===== src/rtl/vram_rect_writer_pkg.sv =====
// Shared constants, types and the frame-buffer address mapping for vram_rect_writer.
// The mapping is bottom-up: row y=0 sits at the top of the address space.
package vram_rect_writer_pkg;

    localparam int WIDTH  = 640;
    localparam int HEIGHT = 480;
    localparam int AW     = 19;
    localparam int CW     = 12;
    localparam int XYW    = 10;

    typedef logic [XYW-1:0] coord_t;
    typedef logic [AW-1:0]  addr_t;
    typedef logic [CW-1:0]  color_t;

    typedef enum logic [1:0] {IDLE, SETUP, FILL} state_t;

    typedef struct packed {
        coord_t x0;
        coord_t y0;
        coord_t x1;
        coord_t y1;
        color_t color;
    } rect_cmd_t;

    function automatic addr_t addr_of(input coord_t x, input coord_t y);
        return addr_t'(WIDTH * (HEIGHT - 1 - int'(y)) + int'(x));
    endfunction

endpackage


===== src/rtl/vram_rect_writer_if.sv =====
// Command handshake, status and frame-buffer write bus of vram_rect_writer.
// master = command source / frame-buffer side, slave = the rectangle engine.
interface vram_rect_writer_if;
    import vram_rect_writer_pkg::*;

    logic   cmd_valid;
    logic   cmd_ready;
    coord_t cmd_x0;
    coord_t cmd_y0;
    coord_t cmd_x1;
    coord_t cmd_y1;
    color_t cmd_color;
    logic   busy;
    logic   done;
    logic   err;
    addr_t  WAddr;
    color_t Din;
    logic   WE;

    modport master (
        output cmd_valid, cmd_x0, cmd_y0, cmd_x1, cmd_y1, cmd_color,
        input  cmd_ready, busy, done, err, WAddr, Din, WE
    );

    modport slave (
        input  cmd_valid, cmd_x0, cmd_y0, cmd_x1, cmd_y1, cmd_color,
        output cmd_ready, busy, done, err, WAddr, Din, WE
    );

endinterface


===== src/rtl/vram_rect_writer_rect_addr_gen.sv =====
// Raster address walker for one rectangle: x runs xl..xr, rows run yl..yh,
// each new row reloads from row_base minus one frame row.
module rect_addr_gen
    import vram_rect_writer_pkg::*;
(
    input  logic   clk,
    input  logic   rst_n,
    input  logic   start,
    input  coord_t xl,
    input  coord_t xr,
    input  coord_t yl,
    input  coord_t yh,
    output addr_t  addr,
    output logic   valid,
    output logic   last
);

    coord_t x_q;
    coord_t y_q;
    coord_t xl_q;
    coord_t xr_q;
    coord_t yh_q;
    addr_t  row_base_q;
    addr_t  first_addr;
    logic   row_end;

    // The single multiply of a command; its result is registered straight into addr.
    assign first_addr = addr_of(xl, yl);
    assign row_end    = (x_q == xr_q);
    assign last       = valid && row_end && (y_q == yh_q);

    always_ff @(posedge clk) begin
        if (!rst_n) begin
            valid <= 1'b0;
            addr  <= '0;
        end else if (start) begin
            valid <= 1'b1;
            addr  <= first_addr;
        end else if (valid) begin
            if (last) begin
                valid <= 1'b0;
            end else if (row_end) begin
                addr <= row_base_q - addr_t'(WIDTH);
            end else begin
                addr <= addr + addr_t'(1);
            end
        end
    end

    // NOTE: pure datapath registers carry no reset; valid gates every use of them.
    always_ff @(posedge clk) begin
        if (start) begin
            x_q        <= xl;
            y_q        <= yl;
            xl_q       <= xl;
            xr_q       <= xr;
            yh_q       <= yh;
            row_base_q <= first_addr;
        end else if (valid && !last && row_end) begin
            x_q        <= xl_q;
            y_q        <= y_q + coord_t'(1);
            row_base_q <= row_base_q - addr_t'(WIDTH);
        end else if (valid && !last) begin
            x_q <= x_q + coord_t'(1);
        end
    end

endmodule


===== src/rtl/vram_rect_writer.sv =====
// Filled-rectangle write engine for the 640x480x12 frame buffer.
// Define VRAM_RECT_CLIP_EN to clip the far corner instead of rejecting oversize commands.
module vram_rect_writer
    import vram_rect_writer_pkg::*;
(
    input  logic              clk,
    input  logic              rst_n,
    vram_rect_writer_if.slave bus
);

    state_t    state_q;
    state_t    state_d;
    rect_cmd_t cmd_q;
    logic      ready_q;
    logic      busy_q;
    logic      done_q;
    logic      err_q;
    color_t    din_q;

    coord_t    xl;
    coord_t    xr;
    coord_t    yl;
    coord_t    yh;
    logic      reject;
    logic      start;
    logic      handshake;

    addr_t     gen_addr;
    logic      gen_valid;
    logic      gen_last;

    assign handshake = (state_q == IDLE) && bus.cmd_valid && ready_q;

    // NOTE: combinational blocks use blocking assignments and set every output first, so no latch appears.
    always_comb begin
        xl = (cmd_q.x0 < cmd_q.x1) ? cmd_q.x0 : cmd_q.x1;
        xr = (cmd_q.x0 < cmd_q.x1) ? cmd_q.x1 : cmd_q.x0;
        yl = (cmd_q.y0 < cmd_q.y1) ? cmd_q.y0 : cmd_q.y1;
        yh = (cmd_q.y0 < cmd_q.y1) ? cmd_q.y1 : cmd_q.y0;
`ifdef VRAM_RECT_CLIP_EN
        reject = (xl >= coord_t'(WIDTH)) || (yl >= coord_t'(HEIGHT));
        if (xr > coord_t'(WIDTH - 1))  xr = coord_t'(WIDTH - 1);
        if (yh > coord_t'(HEIGHT - 1)) yh = coord_t'(HEIGHT - 1);
`else
        reject = (xr >= coord_t'(WIDTH)) || (yh >= coord_t'(HEIGHT));
`endif
    end

    always_comb begin
        state_d = state_q;
        start   = 1'b0;
        case (state_q)
            IDLE:  if (handshake) state_d = SETUP;
            SETUP: begin
                if (reject) begin
                    state_d = IDLE;
                end else begin
                    state_d = FILL;
                    start   = 1'b1;
                end
            end
            FILL:  if (gen_last) state_d = IDLE;
            default: state_d = IDLE;
        endcase
    end

    always_ff @(posedge clk) begin
        if (!rst_n) begin
            state_q <= IDLE;
            ready_q <= 1'b0;
            busy_q  <= 1'b0;
            done_q  <= 1'b0;
            err_q   <= 1'b0;
            din_q   <= '0;
        end else begin
            state_q <= state_d;
            ready_q <= (state_d == IDLE);
            busy_q  <= (state_d != IDLE);
            done_q  <= (state_q == FILL) && gen_last;
            err_q   <= (state_q == SETUP) && reject;
            if (start) din_q <= cmd_q.color;
        end
    end

    // The source holds its command until accepted, so only the handshake loads it.
    always_ff @(posedge clk) begin
        if (handshake) begin
            cmd_q <= '{x0: bus.cmd_x0, y0: bus.cmd_y0, x1: bus.cmd_x1,
                       y1: bus.cmd_y1, color: bus.cmd_color};
        end
    end

    rect_addr_gen u_addr_gen (
        .clk   (clk),
        .rst_n (rst_n),
        .start (start),
        .xl    (xl),
        .xr    (xr),
        .yl    (yl),
        .yh    (yh),
        .addr  (gen_addr),
        .valid (gen_valid),
        .last  (gen_last)
    );

    assign bus.cmd_ready = ready_q;
    assign bus.busy      = busy_q;
    assign bus.done      = done_q;
    assign bus.err       = err_q;
    assign bus.WAddr     = gen_addr;
    assign bus.Din       = din_q;
    assign bus.WE        = gen_valid;

endmodule


===== src/flat_wrapper.sv =====
// flat-port wrapper written by rule: the top's interface ports become plain ports
module vram_rect_writer_flat import vram_rect_writer_pkg::*;
  (clk, rst_n, bus_cmd_valid, bus_cmd_x0, bus_cmd_y0, bus_cmd_x1, bus_cmd_y1, bus_cmd_color, bus_cmd_ready, bus_busy, bus_done, bus_err, bus_WAddr, bus_Din, bus_WE);
  vram_rect_writer_if bus_i ();
  input  logic clk;
  input  logic rst_n;
  input wire logic [$bits(bus_i.cmd_valid)-1:0] bus_cmd_valid;
  input wire logic [$bits(bus_i.cmd_x0)-1:0] bus_cmd_x0;
  input wire logic [$bits(bus_i.cmd_y0)-1:0] bus_cmd_y0;
  input wire logic [$bits(bus_i.cmd_x1)-1:0] bus_cmd_x1;
  input wire logic [$bits(bus_i.cmd_y1)-1:0] bus_cmd_y1;
  input wire logic [$bits(bus_i.cmd_color)-1:0] bus_cmd_color;
  output wire logic [$bits(bus_i.cmd_ready)-1:0] bus_cmd_ready;
  output wire logic [$bits(bus_i.busy)-1:0] bus_busy;
  output wire logic [$bits(bus_i.done)-1:0] bus_done;
  output wire logic [$bits(bus_i.err)-1:0] bus_err;
  output wire logic [$bits(bus_i.WAddr)-1:0] bus_WAddr;
  output wire logic [$bits(bus_i.Din)-1:0] bus_Din;
  output wire logic [$bits(bus_i.WE)-1:0] bus_WE;
  assign bus_i.cmd_valid = bus_cmd_valid;
  assign bus_i.cmd_x0 = bus_cmd_x0;
  assign bus_i.cmd_y0 = bus_cmd_y0;
  assign bus_i.cmd_x1 = bus_cmd_x1;
  assign bus_i.cmd_y1 = bus_cmd_y1;
  assign bus_i.cmd_color = bus_cmd_color;
  assign bus_cmd_ready = bus_i.cmd_ready;
  assign bus_busy = bus_i.busy;
  assign bus_done = bus_i.done;
  assign bus_err = bus_i.err;
  assign bus_WAddr = bus_i.WAddr;
  assign bus_Din = bus_i.Din;
  assign bus_WE = bus_i.WE;
  vram_rect_writer u_core (.clk(clk), .rst_n(rst_n), .bus(bus_i));
endmodule

===== config.mk =====
export PLATFORM = sky130hd
export DESIGN_NAME = vram_rect_writer_flat
export DESIGN_NICKNAME = d
export VERILOG_FILES = /design/src/rtl/vram_rect_writer_pkg.sv /design/src/rtl/vram_rect_writer_if.sv /design/src/rtl/vram_rect_writer_rect_addr_gen.sv /design/src/rtl/vram_rect_writer.sv /design/src/flat_wrapper.sv
export SDC_FILE = /design/constraint.sdc
export NUM_CORES = 1
export LEC_CHECK = 0
export BUFFER_PORTS_ARGS = -buffer_cell sky130_fd_sc_hd__buf_2
export CAP_MARGIN = 10
export CORE_MARGIN = 3
export CORE_UTILIZATION = 40
export CTS_CLUSTER_SIZE = 10
export DETAILED_ROUTE_END_ITERATION = 8
export GPL_TIMING_DRIVEN = 0
export PLACE_DENSITY = 0.6
export SETUP_SLACK_MARGIN = 0.3
export SKIP_LAST_GASP = 1
export SLEW_MARGIN = 20
export SYNTH_ARGS = -nofsm -noshare
export SYNTH_HDL_FRONTEND = slang
export SYNTH_SLANG_ARGS = --single-unit

===== constraint.sdc =====
create_clock -name clk -period 7.8 [get_ports clk]
set_clock_uncertainty 0.15 [all_clocks]
set_input_delay 1.56 -clock clk [delete_from_list [all_inputs] [get_ports clk]]
set_output_delay 1.56 -clock clk [all_outputs]
set_load 0.02 [all_outputs]

-- Yosys cells after proc, flatten, opt, wreduce, memory -nomap -nowiden
Index checks and enable logic that the tools add are counted.
- register bits: 159
- output and inout bits: 36
- logic and storage cells: 76
- add/subtract/negate cells: 6
- multiply operators: 1
- $lt $le $gt $ge: 4
- eq/ne operators: 5
- mux-type cells: 24
- reduce and logical (&&, ||, !) cells: 17
- operators by type and width (cell ; number):
    $mux 19 ; 6
    $mux 10 ; 9
    $add 10x1->10 const B ; 2
    $eq 10x10->1 ; 2
    $lt 10x10->1 ; 2
    $add 19x1->19 const B ; 1
    $add 19x11->19 ; 1
    $sub 19x10->19 const B ; 1
    $mul 4x11->12 const A ; 1
    $sub 9x10->11 const A ; 1
    $ge 10x10->1 const B ; 1
    $ge 10x9->1 const B ; 1
    $logic_and 1x1->1 ; 8
    $mux 2 ; 3
    $pmux 2 s3 ; 1
    $reduce_bool 2->1 ; 3
    $mux 1 ; 5
    $logic_not 2->1 ; 2
    $reduce_bool 3->1 ; 1
    $eq 2x1->1 const B ; 1
    $eq 2x2->1 const B ; 1
    $ne 2x1->1 const B ; 1
    $reduce_and 2->1 ; 1
    $logic_not 1->1 ; 1
    $logic_or 1x1->1 ; 1

-- Logic depth before layout (Yosys ltp)
Gate-level depths: netlist of run 1.
- depth after elaboration: 8
- mapped depth: 20
- gate-level depth less buffers: 18

-- Cells and area by module
From an unflattened synthesis of run 1, not the netlist that was laid out.
- cells, all modules: 769
- area, all modules: 8514.4 um2
- by module, submodules not included (module ; times used ; cells an instance ; area an instance (um2) ; sequential area each (um2)):
    rect_addr_gen ; 1 ; 514 ; 5320.1 ; 2472.4
    vram_rect_writer ; 1 ; 255 ; 3194.3 ; 1921.8

-- Worst setup path after synthesis of run 1
OpenSTA, ideal clock, no wires.
- path kind: reg2reg
- start: reg u_core.cmd_q[19] in the netlist's numbering
- end: reg u_core.u_addr_gen.row_base_q[18], data pin
- library setup time: 0.267 ns
- arrival time: 4.206 ns
- required time: 7.383 ns
- path slack: 3.177 ns
- stages on the path, launching flop included: 21
- path buffers: 2
- clock period less this slack: 4.623 ns
- cells stage by stage: edfxtp_1 inv_1 ha_1 a21oi_1 nor2_1 a2111o_1 or2_2 buf_2 buf_2 mux2i_1 ha_1 ha_1 inv_1 fa_1 nand2b_1 a21oi_1 xor2_1 and4_1 and3_1 and4_1 a211oi_1
- longest elaborated chain between the ends: 7
- RTL lines (element ; line ; text):
    start: declaration ; vram_rect_writer.sv:13 ; rect_cmd_t cmd_q;
    start signal: assignment ; vram_rect_writer.sv:88 ; cmd_q <= '{x0: bus.cmd_x0, y0: bus.cmd_y0, x1: bus.cmd_x1,
    branches (longest 6 deep; another with $add 19x11->19) ; - ;
    $mux 19 (*) ; vram_rect_writer_rect_addr_gen.sv:52 ; if (start) begin
    end signal: assignment ; vram_rect_writer_rect_addr_gen.sv:58 ; row_base_q <= first_addr;
    end signal: assignment ; vram_rect_writer_rect_addr_gen.sv:62 ; row_base_q <= row_base_q - addr_t'(WIDTH);
    end: declaration ; vram_rect_writer_rect_addr_gen.sv:23 ; addr_t row_base_q;
Every way passes the cells marked *.
A chain may end at the register's enable or synchronous reset.

-- Worst setup path in the final report of run 1
- start: reg u_core.cmd_q[37] in the netlist's numbering
- end: reg u_core.u_addr_gen.addr[18]
- longest elaborated chain between the ends: 8
- RTL lines (element ; line ; text):
    branches (longest 8 deep; another with $add 19x11->19) ; - ;
    end signal: assignment ; vram_rect_writer_rect_addr_gen.sv:38 ; addr <= first_addr;
    end signal: assignment ; vram_rect_writer_rect_addr_gen.sv:43 ; addr <= row_base_q - addr_t'(WIDTH);
    end signal: assignment ; vram_rect_writer_rect_addr_gen.sv:45 ; addr <= addr + addr_t'(1);
    end: declaration ; vram_rect_writer_rect_addr_gen.sv:13 ; output addr_t addr,
Several ways; the timed one is not identified.

==> results of run 1 <==
==> sequential cells by signal, indices dropped and copies added, names as in the netlist <==
name / flops
u_core.u_addr_gen.y_q: 10
u_core.bus.err: 1
u_core.u_addr_gen.addr: 19
u_core.u_addr_gen.yh_q: 10
u_core.u_addr_gen.valid: 1
u_core.bus.cmd_ready: 1
u_core.bus.done: 1
u_core.cmd_q: 52
u_core.u_addr_gen.x_q: 10
u_core.u_addr_gen.xl_q: 10
u_core.bus.Din: 12
u_core.u_addr_gen.row_base_q: 19
u_core.u_addr_gen.xr_q: 10
u_core.bus.busy: 1
u_core.state_q: 2
==> critical path: stages (launching register included) <==
cell and delay, ns:
edfxtp_1 0.50, ha_1 0.35, a41oi_1 0.10, a211oi_1 0.68, or2_2 0.22, buf_2 0.29
buf_2 0.27, mux2i_1 0.43, ha_1 0.23, ha_1 0.16, inv_1 0.05, fa_1 0.39
xor2_1 0.19, nor4b_1 0.46, and4_1 0.34, nand3_1 0.10, a2111oi_0 0.43, or3b_1 0.18
==> metal layers <==
layer,GRT usage [%],up-vias
met3,3.78,22
met4,5.22,0
met1,25.4,2970
li1,-,3191
met5,0,-
met2,26.8,186
==> worst paths after layout <==
kind,start,end,slack [ns],depth (start not counted)
max reg2reg,u_core.cmd_q[37],u_core.u_addr_gen.addr[18],2.21,17
min,u_core.bus.Din[2],u_core.bus.Din[2],0.30,2
max,u_core.cmd_q[37],u_core.u_addr_gen.addr[18],2.21,17
min reg2reg,u_core.bus.Din[2],u_core.bus.Din[2],0.30,2
==> cell type report <==
type	count	area share, %
tap	270	3.40
clock buffer	18	4.32
multi-input combinational	581	38.5
clock inverter	14	1.60
sequential	159	44.2
timing repair buffer	90	4.69
inverter	44	1.66
buffer	33	1.57
==> logic make-up after synthesis <==
| group | count (synthesis) |
|---|---|
| compound gates | 185 |
| fa+ha+maj | 43 |
| buf+inv | 77 |
| mux | 27 |
| flops | 159 |
| xor+xnor | 68 |
| simple gates | 258 |
==> cell usage in the layout, fill, tap and decap left out, types with 5 or more instances in the layout <==
cell and n:
nand3_1 29, ha_1 41, o21a_1 6, a21boi_1 5, nor2_1 42, o21ai_1 5
dfxtp_1 38, nor4_1 5, nor3_1 6, clkbuf_16 17, a21o_1 6, xor2_1 21
inv_1 42, nand4_1 10, buf_2 103, nand2_1 116, and3_1 12, o21ai_0 61
clkbuf_1 17, a21oi_1 49, a211oi_1 9, edfxtp_1 121, mux2_2 9, xnor2_1 47
mux2i_1 17
==> synthesized netlist by cell type (4+ instances only) <==
master / n
mux2i_1: 17
a21o_1: 6
o21ai_1: 5
xnor2_1: 47
nand4_1: 10
and4_1: 4
nor2_1: 42
buf_2: 15
a221o_1: 4
o21a_1: 6
a211oi_1: 9
or3_1: 4
nor4_1: 5
edfxtp_1: 121
nand2_1: 116
mux2_2: 9
dfxtp_1: 38
a21oi_1: 49
clkbuf_1: 16
nand3_1: 29
inv_1: 43
a21boi_1: 5
ha_1: 41
nor3_1: 6
o21ai_0: 61
a31oi_1: 4
and3_1: 12
xor2_1: 21
==> per-stage QoR <==
stage          std cells  hold slack [ns]  util (%)
2_1_floorplan        817            0.270         -
3_3_place_gp        1176            0.290      45.2
3_5_place_dp        1177            0.297      45.3
4_1_cts             1209            0.307      48.1
5_1_grt             1209            0.329      48.2
6_report            1209            0.302      48.2
==> where the power goes <==
part | switching [mW] | internal (mW)
clock | 0.360 | 0.477
combinational | 0.190 | 0.131
sequential | 0.0178 | 0.941
==> impl_metrics.env, run 1 <==
export IMPL_synth_seq_area_share_pct=51.5
export IMPL_muxShareOfSynthArea_pct=3.34
export IMPL_wl_um=20200
export IMPL_drt_iter0_drc=341
export IMPL_postRouteAntennaNets=0
export IMPL_num_fill_cells=1903
export IMPL_dieArea_um2=23100
export IMPL_synth_cell_types=71
export IMPL_synthFlopType="edfxtp_1"
export IMPL_htree_levels=4
export IMPL_ctsResizeCount=0
export IMPL_hold_path_class="flop to flop"
export IMPL_wl_met2_um=8910
export IMPL_grt_pass1_vias=6111
export IMPL_ir_worst_vdd_mv=0.151
export IMPL_finalHoldViolations=0
export IMPL_rsz0062_at_grt="no"
export IMPL_power_mw=2.12
export IMPL_grt_pass1_wl_um=32600
export IMPL_synth_top_family_by_area="simple AND/OR/NAND/NOR gates"
export IMPL_fmax_mhz=179
export IMPL_area_growth_pct=16.3
export IMPL_die_height_um=152
export IMPL_multiInputGateArea_um2=3830
export IMPL_synth_edf_count=121
export IMPL_yosysTopAreaCell="edfxtp_1"
export IMPL_worstPathMaxFanout=10
export IMPL_cts_tree="built"
export IMPL_insertion_delay_ns=0.43
export IMPL_arrival_ns=5.81
export IMPL_cts_made_buffers=17
export IMPL_fin_nets=1024
export IMPL_clock_sinks=159
export IMPL_fin_area_um2=9930
export IMPL_cts_root_buf="clkbuf_16"
export IMPL_wl_met1_um=9840
export IMPL_ys_warn_count=0
export IMPL_fin_crit_ns=5.59
export IMPL_power_density_nw_per_um2=213
export IMPL_ys_top_cells_by_area="edfxtp_1 43%, dfxtp_1 8.9%, ha_1 6.0%, nand2_1 5.1%, xnor2_1 4.8%"
export IMPL_crit_type="flop to flop"
export IMPL_drv_cap=0
export IMPL_synth_seq_cells=159
export IMPL_syn_mean_instance_area_um2=10.5
export IMPL_core_um2=20600
export IMPL_place_ws_ns=2.20
export IMPL_drc_errors=0
export IMPL_grt_overflow=0
export IMPL_critPathCaptureType="flop"
export IMPL_dr_total_vias=6369
export IMPL_diodes=0
export IMPL_critPathRequiredTime_ns=8.02
export IMPL_clock_path_buffers=2
export IMPL_slew_headroom_pct=35.5
export IMPL_synth_compound_area_share_pct=13.5
export IMPL_dr_max_layer_used="met4"
export IMPL_fin_ws_ns=2.21
export IMPL_port_buffer_count=89
export IMPL_netlist_instances=817
export IMPL_tightest_slew_ns=0.965
export IMPL_start_util_pct=41.4
export IMPL_clk_pin_slew_ns=0.07
export IMPL_synth_nets=915
export IMPL_syn_area_um2=8540
export IMPL_async_reset_ff_share_pct=0
export IMPL_fin_crit_sh_pct=71.7
export IMPL_fin_setup_tns_ns=0
export IMPL_drt_pass1_iterations=5
export IMPL_synthSimpleGateAreaFrac_pct=14.5
export IMPL_drive_above_1_share_pct=17.7
export IMPL_leakage_nw=3.84
export IMPL_regArea_um2=4390
export IMPL_dp_hpwl_um=14800
export IMPL_wl_per_cell_um=16.7
export IMPL_worst_setup_path_start_kind="flop"
export IMPL_grt_max_degree=47
export IMPL_fp_dieW_um=152
export IMPL_rows=52
export IMPL_cts_setup_buffers=0
export IMPL_setup_viol=0
export IMPL_routabilityCongestion=0.910
export IMPL_grt_antenna_before_repair=0
export IMPL_ioPinCount=91
export IMPL_synthXorXnorAreaFrac_pct=6.97
export IMPL_dr_wl_met3_um=1070
export IMPL_synth_top_area_share_pct=42.5
export IMPL_viasPerCell=5.27
export IMPL_status="completed"
export IMPL_postPlaceCellArea_um2=9340
export IMPL_synthAdderAreaFrac_pct=6.48
export IMPL_grt_usage_pct=17.6
export IMPL_report_final_slew_viol_count=0
export IMPL_cts_hold_buf=0
Note: power is estimated with default switching activity, not from simulation.
==> run 2, diff against run 1 <==
PLACE_DENSITY = 0.62   (was 0.6)
clock period = 4.75 ns   (was 7.8 ns; I/O delays follow)
==> run 2 against run 1 <==
Non-clock buffer count up 35. Clock-buffer cell count is 1 lower. Sequential share of layout area shrank 3.1 points. Setup slack got worse by 2.1 ns. Die area stayed put. Fmax rose by 21%. Global-route usage up 0.60 points. Wire length grew 7.5%. Final cell count grew 2.9%. Hold slack worse by 0.00096 ns. Largest power group unchanged.
==> impl_metrics.env, run 2 (synthesis results as in run 1) <==
export IMPL_cts_tree="built"
export IMPL_diodes=0
export IMPL_clock_path_buffers=2
export IMPL_finish_utilization_pct=51.7
export IMPL_hp_start="u_core.bus.Din[4]"
export IMPL_biggestRegsByFlops="u_core.cmd_q (52), u_core.u_addr_gen.addr (19), u_core.u_addr_gen.row_base_q (19)"
export IMPL_rr_startpoint="u_core.cmd_q[37]"
export IMPL_wl_per_cell_um=17.5
export IMPL_fin_area_um2=10700
export IMPL_htree_levels=4
export IMPL_rows=52
export IMPL_clock_sinks=159
export IMPL_fmax_mhz=216
export IMPL_critPathCaptureType="flop"
export IMPL_finalHoldViolations=0
export IMPL_grt_pass1_wl_um=33900
export IMPL_routabilityCongestion=0.848
export IMPL_clk_pin_slew_ns=0.07
export IMPL_fp_dieW_um=152
export IMPL_postPlaceCellArea_um2=9400
export IMPL_crit_start="u_core.cmd_q[37]"
export IMPL_core_um2=20600
export IMPL_cp_cell_sequence="ha_1 -> inv_1 -> a211oi_2 -> a2111o_1 -> or2_4 -> buf_12 -> buf_6 -> mux2i_4 -> xnor2_2 -> ha_1 -> ha_4 -> nand3_4 -> o2111ai_2 -> xor2_1 -> buf_4 -> and3_4 -> and3_4 -> xnor2_4 -> mux2i_1"
export IMPL_drc_errors=0
export IMPL_wl_um=21700
export IMPL_area_growth_pct=25.0
export IMPL_viasPerCell=5.36
export IMPL_grt_usage_pct=18.2
export IMPL_rsz0062_at_grt="yes"
export IMPL_cts_hold_buf=0
export IMPL_worstPathMaxFanout=6
export IMPL_power_density_nw_per_um2=350
export IMPL_postRouteAntennaNets=0
export IMPL_grt_busiest_layer="met2"
export IMPL_drt_pass1_iterations=6
export IMPL_start_util_pct=41.4
export IMPL_setup_viol=0
export IMPL_met1_usage_pct=26.1
export IMPL_cp_top_family="adder cells"
export IMPL_die_height_um=152
export IMPL_critical_path_max_stage_delay_ns=0.51
export IMPL_tightest_slew_ns=1.07
export IMPL_drv_cap=0
export IMPL_grt_max_degree=47
export IMPL_num_fill_cells=1807
export IMPL_final_cell_mix="121 x edfxtp_1, 116 x nand2_1, 102 x buf_2"
export IMPL_leakage_nw=4.08
export IMPL_cts_root_buf="clkbuf_16"
export IMPL_grt_antenna_before_repair=0
export IMPL_dp_hpwl_um=15000
export IMPL_critPathSlowestCell="edfxtp_1"
export IMPL_regMostFlops="u_core.cmd_q"
export IMPL_mostFrequentLayoutCell="edfxtp_1"
export IMPL_ir_worst_vdd_mv=0.246
export IMPL_worst_setup_path_start_kind="flop"
export IMPL_ioPinCount=91
export IMPL_regArea_um2=4390
export IMPL_dieArea_um2=23100
export IMPL_crit_type="flop to flop"
export IMPL_cts_made_buffers=17
export IMPL_port_buffer_count=89
export IMPL_gr_usage_met2_pct=28.8
export IMPL_fin_nets=1059
export IMPL_fin_crit_sh_pct=97.4
export IMPL_place_ws_ns=-0.265
export IMPL_grt_overflow=0
export IMPL_report_final_slew_viol_count=0
export IMPL_grt_pass1_vias=6312
export IMPL_fin_crit_ns=4.63
export IMPL_largest_reg_flops=52
export IMPL_multiInputGateArea_um2=4240
export IMPL_dr_total_vias=6671
export IMPL_gr_usage_met3_pct=3.36
export IMPL_insertion_delay_ns=0.43
export IMPL_drive_above_1_share_pct=26.4
export IMPL_critPathBufInv=4
export IMPL_status="completed"
export IMPL_critPathRequiredTime_ns=4.77
export IMPL_slew_headroom_pct=28.6
export IMPL_hold_path_class="flop to flop"
export IMPL_arrival_ns=4.65
export IMPL_fin_setup_tns_ns=0
export IMPL_drt_iter0_drc=537
export IMPL_fin_ws_ns=0.125
export IMPL_power_mw=3.74
## run 2: what timing repair did
action	CTS	global route
buffers inserted	18	16
gates resized for setup	38	33
endpoints found under the hold margin	0	0
pin swaps	7	23
endpoints found under the setup margin	14	12
cloned	0	1
## run 2: worst paths after layout
check | cells past startpoint | end | slack, ns
min | 2 | u_core.bus.Din[4] | 0.30
min reg2reg | 2 | u_core.bus.Din[4] | 0.30
max | 19 | u_core.u_addr_gen.row_base_q[17] | 0.12
max reg2reg | 19 | u_core.u_addr_gen.row_base_q[17] | 0.12
## run 2: layout make-up
| class | instances | share of cell area, % |
|---|---|---|
| plain buffers | 33 | 1.77 |
| repair buffers | 125 | 7.09 |
| inverters | 44 | 1.55 |
| clock buffers | 17 | 3.99 |
| flip-flops and latches | 159 | 41.2 |
| multi-input cells | 581 | 39.7 |
| well taps | 270 | 3.17 |
| clock inverters | 15 | 1.51 |
## run 2: power breakdown
group          internal (mW)  switching (mW)
Sequential              1.55          0.0297
Combinational          0.370           0.424
Clock                  0.781           0.587
## run 2: routing by layer
metal	share of wire [%]	vias to the layer above	wire length, um
met5	0	-	0
met4	1.2	0	267
met3	6.5	21	1410
met2	47	209	10100
met1	46	3177	9930
li1	-	3264	-
## run 2: metrics by stage
| stage | hold slack (ns) | cells |
|---|---|---|
| 6_report | 0.301 | 1244 |
| 5_1_grt | 0.322 | 1244 |
| 4_1_cts | 0.303 | 1227 |
| 3_5_place_dp | 0.293 | 1177 |
| 3_3_place_gp | 0.291 | 1176 |
| 2_1_floorplan | 0.270 | 817 |
## run 2: worst min-delay path, delay by kind of cell, from the launching register on
family	cells	cell delay, ns
AND/OR/NAND/NOR	1	0.05
flip-flops	1	0.31
AO/OA/AOI/OAI	1	0.05
==> run 3, diff against run 2 <==
CTS_CLUSTER_DIAMETER = 40   (was not set)
MAX_ROUTING_LAYER = met4   (was not set)
==> run 3 against run 2 <==
Via count shrank 0.15%. Wire length decreased by 0.12%. Critical path depth is the same. Critical endpoint unchanged.
==> impl_metrics.env, run 3 (synthesis results as in run 1) <==
export IMPL_rows=52
export IMPL_grt_overflow=0
export IMPL_wl_um=21700
export IMPL_core_um2=20600
export IMPL_power_frac_seq_pct=42.1
export IMPL_viasPerCell=5.35
export IMPL_fmax_mhz=217
export IMPL_p_int_mw=2.70
export IMPL_wl_per_cell_um=17.4
export IMPL_rsz0062_at_grt="yes"
export IMPL_start_util_pct=41.4
export IMPL_ioPinCount=91
export IMPL_drc_errors=0
export IMPL_arrival_ns=4.63
export IMPL_grt_pass1_vias=6310
export IMPL_regMostFlops="u_core.cmd_q"
export IMPL_htree_levels=4
export IMPL_port_buffer_count=89
export IMPL_grt_pass1_wl_um=33900
export IMPL_worst_setup_path_start_kind="flop"
export IMPL_met1_usage_pct=26.1
export IMPL_finalHoldViolations=0
export IMPL_instances_no_fill=1244
export IMPL_critPathRequiredTime_ns=4.77
export IMPL_multiInputGateArea_um2=4240
export IMPL_routabilityCongestion=0.862
export IMPL_critPathSlowestCell="edfxtp_1"
export IMPL_fin_crit_sh_pct=97.0
export IMPL_setup_viol=0
export IMPL_regArea_um2=4390
export IMPL_grt_busiest_layer="met2"
export IMPL_drv_cap=0
export IMPL_grt_antenna_before_repair=0
export IMPL_worstPathMaxFanout=5
export IMPL_status="completed"
export IMPL_area_growth_pct=25.0
export IMPL_largest_reg_flops=52
export IMPL_critPathCaptureType="flop"
export IMPL_diodes=0
export IMPL_fin_nets=1059
export IMPL_tightest_slew_ns=1.07
export IMPL_combinationalPowerShare_pct=21.3
export IMPL_drt_pass1_iterations=5
export IMPL_switching_share_pct=27.9
export IMPL_finish_utilization_pct=51.7
export IMPL_dp_cells=1177
export IMPL_slew_headroom_pct=28.9
export IMPL_dieArea_um2=23100
export IMPL_p_switching_mw=1.04
export IMPL_p_clk_share_pct=36.6
export IMPL_insertion_delay_ns=0.43
export IMPL_cts_made_buffers=17
export IMPL_hold_path_class="flop to flop"
export IMPL_drt_iter0_drc=505
export IMPL_dr_total_vias=6661
export IMPL_critical_path_max_stage_delay_ns=0.48
export IMPL_critPathBufInv=3
export IMPL_leakage_nw=4.08
export IMPL_gr_usage_met2_pct=28.7
export IMPL_clock_path_buffers=2
export IMPL_mostFrequentLayoutCell="edfxtp_1"
export IMPL_cts_root_buf="clkbuf_16"
export IMPL_cts_hold_buf=0
export IMPL_crit_type="flop to flop"
export IMPL_fin_crit_ns=4.61
export IMPL_r2r_slack_ns=0.14
export IMPL_cp_top_family="adder cells"
export IMPL_biggestRegsByFlops="u_core.cmd_q (52), u_core.u_addr_gen.addr (19), u_core.u_addr_gen.row_base_q (19)"
export IMPL_report_final_slew_viol_count=0
export IMPL_clk_pin_slew_ns=0.07
export IMPL_dp_hpwl_um=15000
export IMPL_ir_worst_vdd_mv=0.245
export IMPL_gr_usage_met3_pct=3.53
export IMPL_grt_max_degree=47
export IMPL_cp_cell_sequence="ha_4 -> a21oi_4 -> a211oi_2 -> a2111o_1 -> or2_4 -> buf_12 -> buf_6 -> mux2i_4 -> xnor2_2 -> ha_1 -> ha_4 -> nand3_4 -> o2111ai_2 -> xor2_1 -> buf_4 -> and3_4 -> and3_4 -> xnor2_4 -> mux2i_1"
export IMPL_final_cell_mix="121 x edfxtp_1, 116 x nand2_1, 102 x buf_2"
export IMPL_die_height_um=152
export IMPL_cts_tree="built"
export IMPL_fp_dieW_um=152
export IMPL_postRouteAntennaNets=0
export IMPL_power_density_nw_per_um2=350
export IMPL_drive_above_1_share_pct=26.4
export IMPL_grt_usage_pct=18.7
export IMPL_clock_sinks=159
export IMPL_num_fill_cells=1809
## run 3: through the flow
step / TNS, ns / hold slack, ns / setup slack, ns / area, um^2 / total power [mW]
detailed placement: -1.29 / 0.293 / -0.265 / 9400 / 2.15
global placement: -1.10 / 0.291 / -0.244 / 9380 / 2.14
finish: 0 / 0.301 / 0.143 / 10700 / 3.74
global route: -0.0102 / 0.322 / -0.00753 / 10700 / 3.90
floorplan: 0 / 0.270 / 0.296 / 8600 / 2.01
CTS: 0 / 0.303 / 0.285 / 10300 / 3.62
## run 3: per-layer routing
layer	wire length, um	part of all wire [%]
met4	248	1.1
met1	10100	47
met5	0	0
met2	10100	47
met3	1200	5.5
## run 3: repair_timing
item	in CTS	in global routing
pin swaps	7	23
setup buffers	18	16
setup endpoints to repair	14	12
cloned	0	1
hold endpoints to repair	0	0
gates resized for setup	38	33
## run 3: worst paths after layout
path / from / endpoint / cells past startpoint
hold / removal: u_core.bus.Din[3] / u_core.bus.Din[3] / 2
setup / recovery: u_core.cmd_q[36] / u_core.u_addr_gen.row_base_q[17] / 19
hold reg to reg: u_core.bus.Din[3] / u_core.bus.Din[3] / 2
setup reg to reg: u_core.cmd_q[36] / u_core.u_addr_gen.row_base_q[17] / 19
## run 3: worst reg2reg max path, cell delays in order, from the launching register on
cell       delay [ns]
edfxtp_1         0.48
ha_4             0.31
a21oi_4          0.13
a211oi_2         0.08
a2111o_1         0.31
or2_4            0.29
buf_12           0.15
buf_6            0.12
mux2i_4          0.19
xnor2_2          0.15
ha_1             0.34
ha_4             0.33
nand3_4          0.08
o2111ai_2        0.22
xor2_1           0.26
buf_4            0.17
and3_4           0.18
and3_4           0.21
xnor2_4          0.13
mux2i_1          0.08
## run 3: area by class of cell
cell class	count	share of cell area [%]
plain buffers	33	1.77
clock buffers	17	3.99
clock inverters	15	1.51
inverters	44	1.55
multi-input cells	581	39.7
flip-flops and latches	159	41.2
well taps	270	3.17
repair buffers	125	7.09
## run 3: power groups by stage
stage	clock (mW)	combinational, mW	sequential (mW)
floorplan	0	0.399	1.61
global placement	0	0.535	1.61
detailed placement	0	0.545	1.61
CTS	1.39	0.653	1.57
global route	1.46	0.866	1.58
finish	1.37	0.794	1.57
